[src/rtl/inference_request_filter.sv]
// Ingress filter: classifies each frame from its first two beats and forwards only
// IPv4/UDP inference requests to the packet processor; everything else is dropped and counted.
module inference_request_filter #(
  parameter int          TDATA_WIDTH        = 256,
  parameter int          TUSER_WIDTH        = 128,
  parameter logic [15:0] INFERENCE_UDP_PORT = 16'h1F90,
  localparam int         TKEEP_WIDTH        = TDATA_WIDTH / 8
) (
  input  logic                   axis_aclk,
  input  logic                   axis_resetn,
  input  logic [TDATA_WIDTH-1:0] packet_in_axis_tdata,
  input  logic [TKEEP_WIDTH-1:0] packet_in_axis_tkeep,
  input  logic [TUSER_WIDTH-1:0] packet_in_axis_tuser,
  input  logic                   packet_in_axis_tvalid,
  output logic                   packet_in_axis_tready,
  input  logic                   packet_in_axis_tlast,
  output logic [TDATA_WIDTH-1:0] packet_out_axis_tdata,
  output logic [TKEEP_WIDTH-1:0] packet_out_axis_tkeep,
  output logic [TUSER_WIDTH-1:0] packet_out_axis_tuser,
  output logic                   packet_out_axis_tvalid,
  input  logic                   packet_out_axis_tready,
  output logic                   packet_out_axis_tlast,
  output logic [31:0]            match_count,
  output logic [31:0]            drop_count
);

  // Handshake: a beat moves on an interface in the cycle where valid && ready are both 1;
  // the output register holds all payload fields stable while tvalid=1 and tready=0.

  typedef enum logic [2:0] {
    S_HDR0  = 3'd0,
    S_HDR1  = 3'd1,
    S_EMIT0 = 3'd2,
    S_EMIT1 = 3'd3,
    S_PASS  = 3'd4,
    S_DROP  = 3'd5
  } state_t;

  typedef struct packed {
    logic [TDATA_WIDTH-1:0] data;
    logic [TKEEP_WIDTH-1:0] keep;
    logic [TUSER_WIDTH-1:0] user;
    logic                   last;
  } beat_t;

  state_t      state_q, state_d;
  beat_t       hold0_q, hold0_d;
  beat_t       hold1_q, hold1_d;
  beat_t       out_q, out_d;
  logic        out_valid_q, out_valid_d;
  logic [31:0] match_count_q, match_count_d;
  logic [31:0] drop_count_q, drop_count_d;

  beat_t in_beat;
  logic  out_free;
  logic  in_ready;
  logic  in_fire;
  logic  hdr0_ok;
  logic  is_match;
  logic  match_inc;
  logic  drop_inc;

  assign in_beat  = {packet_in_axis_tdata, packet_in_axis_tkeep,
                     packet_in_axis_tuser, packet_in_axis_tlast};
  assign out_free = !out_valid_q || packet_out_axis_tready;
  assign in_fire  = packet_in_axis_tvalid && in_ready;

  // Beat 0 fields come from the hold register; the UDP port is checked on the live beat 1.
  assign hdr0_ok  = (hold0_q.data[8*12 +: 8] == 8'h08) &&
                    (hold0_q.data[8*13 +: 8] == 8'h00) &&
                    (hold0_q.data[8*14 +: 8] == 8'h45) &&
                    (hold0_q.data[8*23 +: 8] == 8'h11);
  assign is_match = hdr0_ok &&
                    ({packet_in_axis_tdata[39:32], packet_in_axis_tdata[47:40]} == INFERENCE_UDP_PORT) &&
                    (packet_in_axis_tkeep[5:4] == 2'b11);

  always_ff @(posedge axis_aclk or negedge axis_resetn) begin
    if (!axis_resetn) begin
      state_q <= S_HDR0;
    end else begin
      state_q <= state_d;
    end
  end

  always_comb begin
    state_d = state_q;
    case (state_q)
      S_HDR0:  if (in_fire && !packet_in_axis_tlast) state_d = S_HDR1;
      S_HDR1: begin
        if (in_fire) begin
          if (is_match)                  state_d = S_EMIT0;
          else if (packet_in_axis_tlast) state_d = S_HDR0;
          else                           state_d = S_DROP;
        end
      end
      S_EMIT0: if (out_free) state_d = S_EMIT1;
      S_EMIT1: if (out_free) state_d = hold1_q.last ? S_HDR0 : S_PASS;
      S_PASS:  if (in_fire && packet_in_axis_tlast) state_d = S_HDR0;
      S_DROP:  if (in_fire && packet_in_axis_tlast) state_d = S_HDR0;
      default: state_d = S_HDR0;
    endcase
  end

  always_comb begin
    in_ready  = 1'b0;
    match_inc = 1'b0;
    drop_inc  = 1'b0;
    case (state_q)
      S_HDR0: begin
        in_ready = 1'b1;
        drop_inc = in_fire && packet_in_axis_tlast;
      end
      S_HDR1: begin
        in_ready  = 1'b1;
        match_inc = in_fire && is_match;
        drop_inc  = in_fire && !is_match;
      end
      S_PASS:  in_ready = out_free;
      S_DROP:  in_ready = 1'b1;
      default: in_ready = 1'b0;
    endcase
  end

  assign packet_in_axis_tready = in_ready && axis_resetn;

  always_comb begin
    hold0_d       = hold0_q;
    hold1_d       = hold1_q;
    out_d         = out_q;
    out_valid_d   = out_valid_q;
    match_count_d = match_count_q + {31'd0, match_inc};
    drop_count_d  = drop_count_q + {31'd0, drop_inc};
    if (out_valid_q && packet_out_axis_tready) out_valid_d = 1'b0;
    case (state_q)
      S_HDR0: if (in_fire) hold0_d = in_beat;
      S_HDR1: if (in_fire) hold1_d = in_beat;
      S_EMIT0: begin
        if (out_free) begin
          out_d       = hold0_q;
          out_valid_d = 1'b1;
        end
      end
      S_EMIT1: begin
        if (out_free) begin
          out_d       = hold1_q;
          out_valid_d = 1'b1;
        end
      end
      S_PASS: begin
        if (in_fire) begin
          out_d       = in_beat;
          out_valid_d = 1'b1;
        end
      end
      default: ;
    endcase
  end

  always_ff @(posedge axis_aclk or negedge axis_resetn) begin
    if (!axis_resetn) begin
      hold0_q       <= '0;
      hold1_q       <= '0;
      out_q         <= '0;
      out_valid_q   <= 1'b0;
      match_count_q <= '0;
      drop_count_q  <= '0;
    end else begin
      hold0_q       <= hold0_d;
      hold1_q       <= hold1_d;
      out_q         <= out_d;
      out_valid_q   <= out_valid_d;
      match_count_q <= match_count_d;
      drop_count_q  <= drop_count_d;
    end
  end

  assign packet_out_axis_tdata  = out_q.data;
  assign packet_out_axis_tkeep  = out_q.keep;
  assign packet_out_axis_tuser  = out_q.user;
  assign packet_out_axis_tlast  = out_q.last;
  assign packet_out_axis_tvalid = out_valid_q;
  assign match_count            = match_count_q;
  assign drop_count             = drop_count_q;

endmodule

[config.mk]
export PLATFORM = sky130hd
export DESIGN_NAME = inference_request_filter
export DESIGN_NICKNAME = d
export VERILOG_FILES = /design/src/rtl/inference_request_filter.sv
export SDC_FILE = /design/constraint.sdc
export NUM_CORES = 2
export LEC_CHECK = 0
export ABC_AREA = 1
export CORE_ASPECT_RATIO = 0.75
export CORE_UTILIZATION = 49
export DETAILED_ROUTE_END_ITERATION = 7
export PLACE_DENSITY_LB_ADDON = 0.3
export SETUP_SLACK_MARGIN = 0.15
export SLEW_MARGIN = 20
export SYNTH_ARGS = -nofsm -noshare
export SYNTH_HDL_FRONTEND = slang
export SYNTH_SLANG_ARGS = --single-unit
[constraint.sdc]
create_clock -name axis_aclk -period 2.55 [get_ports axis_aclk]
set_input_delay 0.765 -clock axis_aclk [delete_from_list [all_inputs] [get_ports axis_aclk]]
set_output_delay 0.765 -clock axis_aclk [all_outputs]
set_load 0.01 [all_outputs]
==> summary.txt <==
Yosys
  • Synth Net Count: 6,734
  • Flops & latches, synth: 1,319
  • Post-synthesis async set-or-reset flop share: 100.0%
  • EDFF count, synth: 0
  • Synth cell count leaders: nand2_1 (1,792), o21ai_0 (1,361), dfrtp_1 (1,319), inv_1 (469), a21oi_1 (419)
  • Mapped cell area: 55,330 sq um
  • Synth top area cells: dfrtp_1 (60%), o21ai_0 (12%), nand2_1 (12%)
  • Syn avg cell area: 8.770 sq um
  • Commonest register cell after synthesis: dfrtp_1
  • Register area share after synthesis: 59.65%
  • Yosys top cell by area: dfrtp_1
  • Most common cell in the synthesized netlist: nand2_1
  • Synth Instances: 6,309
  • Netlist cell types: 27
  • Warnings, synthesis: 0
  • Top cell type's share of synthesized area: 59.65%

Clocking
  • CTS Buf Count: 131
  • Worst-skew pair later-pin latency: 0.75 ns
  • # H-tree levels: 4
  • CTS clk-pin slew, worst paths: 0.07 ns
  • Sink Count: 1,319
  • Clock buffer depth: 3
  • TritonCTS clock tree: yes
  • CTS root buffer: clkbuf_16

Timing
  • Final Max Tran Viols: 0
  • Worst slew margin: 48.63%
  • Setup TNS: -4.584 ns
  • Tmin final: 2.769 ns
  • Worst-margin pin slew: 0.7706 ns
  • Setup-failing EPs final: 50
  • Unrepaired setup endpoints after global routing: yes
  • Post-route clock period utilization: 108.6%
  • Skew final: 0.02922 ns
  • Setup slack after layout: -0.2194 ns
  • Fmax: 0.3611 GHz
  • Final-report hold violation count: 0

Worst setup path
  • Critical Path, Cell by Cell: inv_1 > nor2_1 > nand2_1 > nor2_1 > nand2_1 > nor2_2 > buf_6 > buf_6 > buf_6 > nand2_4 > nand3_2 > nand2_1 > ha_2 > buf_12 > ha_4 > nand2_4 > nor2_4 > nand2_2 > nor2_4 > nand3_4 > nor2_4 > nand2_2 > xnor2_1
  • Critical path class: reg2reg
  • Critical path endpoint category: flip-flop
  • Critical Path RT: 3.19 ns
  • CP arrival: 3.41 ns
  • Slowest-stage cell, CP: dfrtp_1
  • Worst Path Max Fanout: 3
  • CP top delay family: simple AND/OR/NAND/NOR gates
  • CP bufs+invs: 5
  • Worst stage delay on the critical path: 0.38 ns
  • Worst setup SP type: flip-flop

Placed design
  • Post-DP Area: 67,420 sq um
  • Placer congestion estimate: 0.9266
  • Post-DP HPWL: 117.4 mm
  • IO buf count: 903

Floorplanning
  • Rows: 106
  • Ports: 904
  • Initial core utilization: 49.55%
  • Die Width: 390.0 um
  • Core Area: 111,700 sq um
  • Chip height: 293.0 um
  • Full die area: 114,300 sq um

Power and ir drop
  • Max VDD drop: 0.6592 mV
  • PwrDens: 1131 nW/um^2
  • Pleak: 35.21 nW

Global routing
  • Gr ovfl total: 0
  • Pin count of the biggest net entering global routing: 150
  • First-pass GRT wire length: 266.1 mm
  • Total track usage: 29.65%
  • Initial antenna violation count: 25
  • Vias in the first global route: 46,410

Hold path
  • Hold/Removal Path Class: reg2reg

Status
  • Failing checks: setup timing
  • Status: complete, but fails checks

Drt
  • Post-DR wirelength/cell: 19.38 um
  • Vias per Instance: 5.422
  • Total iterations of the first detailed-routing run: 6
  • Total routed wirelength: 172.2 mm
  • Routed Antenna Nets: 0
  • Routed vias: 48,180
  • Iteration-0 DRC Markers: 3,931
  • DRC: 0

Layout
  • Layout net count: 7,681
  • Number of fill cells in the layout: 9,124
  • Syn-to-layout area delta: 31.03%
  • Layout cells sized above 1: 9.379%
  • Fin area: 72,500 sq um

Flow run
  • MaxCap Viol Count: 0
[power by group]
part	switching, mW	total [mW]	internal [mW]
Combinational	15.3	25.9	10.6
Clock	8.38	20.3	11.9
Sequential	5.61	35.8	30.2
[per-stage QoR]
| step | util, % | std cells | worst slack (ns) | hold WS, ns | power [mW] |
|---|---|---|---|---|---|
| floorplan | - | 6309 | 0.003550 | 0.4422 | 49.10 |
| global placement | 60.37 | 8574 | -1.402 | 0.4649 | 62.35 |
| detailed placement | 60.37 | 8574 | -1.460 | 0.4717 | 63.59 |
| CTS | 64.51 | 8851 | -0.1425 | 0.4673 | 82.16 |
| global route | 64.92 | 8884 | -0.3839 | 0.4972 | 87.10 |
| finish | 64.92 | 8886 | -0.2194 | 0.4762 | 81.97 |
[kinds of logic (layout without fill, tap and decap cells)]
logic type / count (synthesis) / in the layout / synth area share (%)
DFF: 1319 / 1319 / 59.65
and+or+nand+nor: 1956 / 1956 / 13.53
buffers and inverters: 887 / 1935 / 6.958
xor gates and xnor gates: 57 / 57 / 0.9022
adders and majority gates: 4 / 4 / 0.09045
other: 0 / 17 / 0
AOI/OAI and AO/OA: 2086 / 2086 / 18.87
[sequential cells by signal, indices dropped and copies added (netlist names)]
register,flops
packet_out_axis_tdata,256
drop_count,32
packet_out_axis_tvalid,1
packet_out_axis_tuser,128
packet_out_axis_tlast,1
hold0_q,417
state_q,3
hold1_q,417
packet_out_axis_tkeep,32
match_count,32
[what timing repair did]
action                                 in CTS  in global routing
setup buffers                              42                 16
endpoints found under the hold margin       3                  0
setup endpoints to repair                 545                 73
gates resized for setup                   617                 72
hold buffers                                1                  0
gates cloned                                0                  2
pin swaps                                  42                 36
[placed cells by master, fill, tap and decap left out, drive strengths merged, types with 26 or more instances in the layout]
cell type	count
nor2	83
nand2	1794
dfrtp	1319
buf	324
dlygate4sd2	488
inv	481
o21ai	1667
xor2	42
nor3	33
clkbuf	192
clkdlybuf4s50	406
nand3	26
a21oi	419
[path summary, 6_finish.rpt]
check                                                      from                                    end  slack [ns]  cells past startpoint
min in group asynchronous                           axis_resetn  packet_out_axis_tdata[86]$_DFFE_PN0P_        0.69                      3
hold reg to reg            packet_out_axis_tuser[1]$_DFFE_PN0P_   packet_out_axis_tuser[1]$_DFFE_PN0P_        0.48                      2
max in group asynchronous                           axis_resetn              match_count[10]$_DFF_PN0_        0.81                      5
hold / removal             packet_out_axis_tuser[1]$_DFFE_PN0P_   packet_out_axis_tuser[1]$_DFFE_PN0P_        0.48                      2
setup / recovery                       hold0_q[275]$_DFFE_PN0P_               drop_count[22]$_DFF_PN0_       -0.22                     23
setup reg to reg                       hold0_q[275]$_DFFE_PN0P_               drop_count[22]$_DFF_PN0_       -0.22                     23
[routing by layer]
| metal | routed length, um | global-route usage [%] | part of all wire, % |
|---|---|---|---|
| met1 | 70750 | 39.87 | 41 |
| met2 | 80350 | 46.06 | 47 |
| met3 | 12300 | 5.821 | 7.1 |
| met4 | 8742 | 14.93 | 5.1 |
| met5 | 83 | 0 | 0.048 |
[area by class of cell]
class / instances / area, sq um / share of cell area, %
clock buffers: 189 / 3900 / 5.379
repair buffers: 1228 / 12140 / 16.75
clock inverters: 45 / 628.1 / 0.8663
flip-flops and latches: 1319 / 33050 / 45.59
well taps: 1512 / 1892 / 2.609
inverters: 473 / 1790 / 2.470
diodes: 17 / 42.54 / 0.05868
multi-input cells: 4103 / 19050 / 26.28
[tightest hold or removal path: stages, from the launching register on]
cell	delay, ns
dfrtp_1	0.34
nand2_1	0.05
o21ai_0	0.06
No activity file was read; power rests on OpenSTA's default activity.
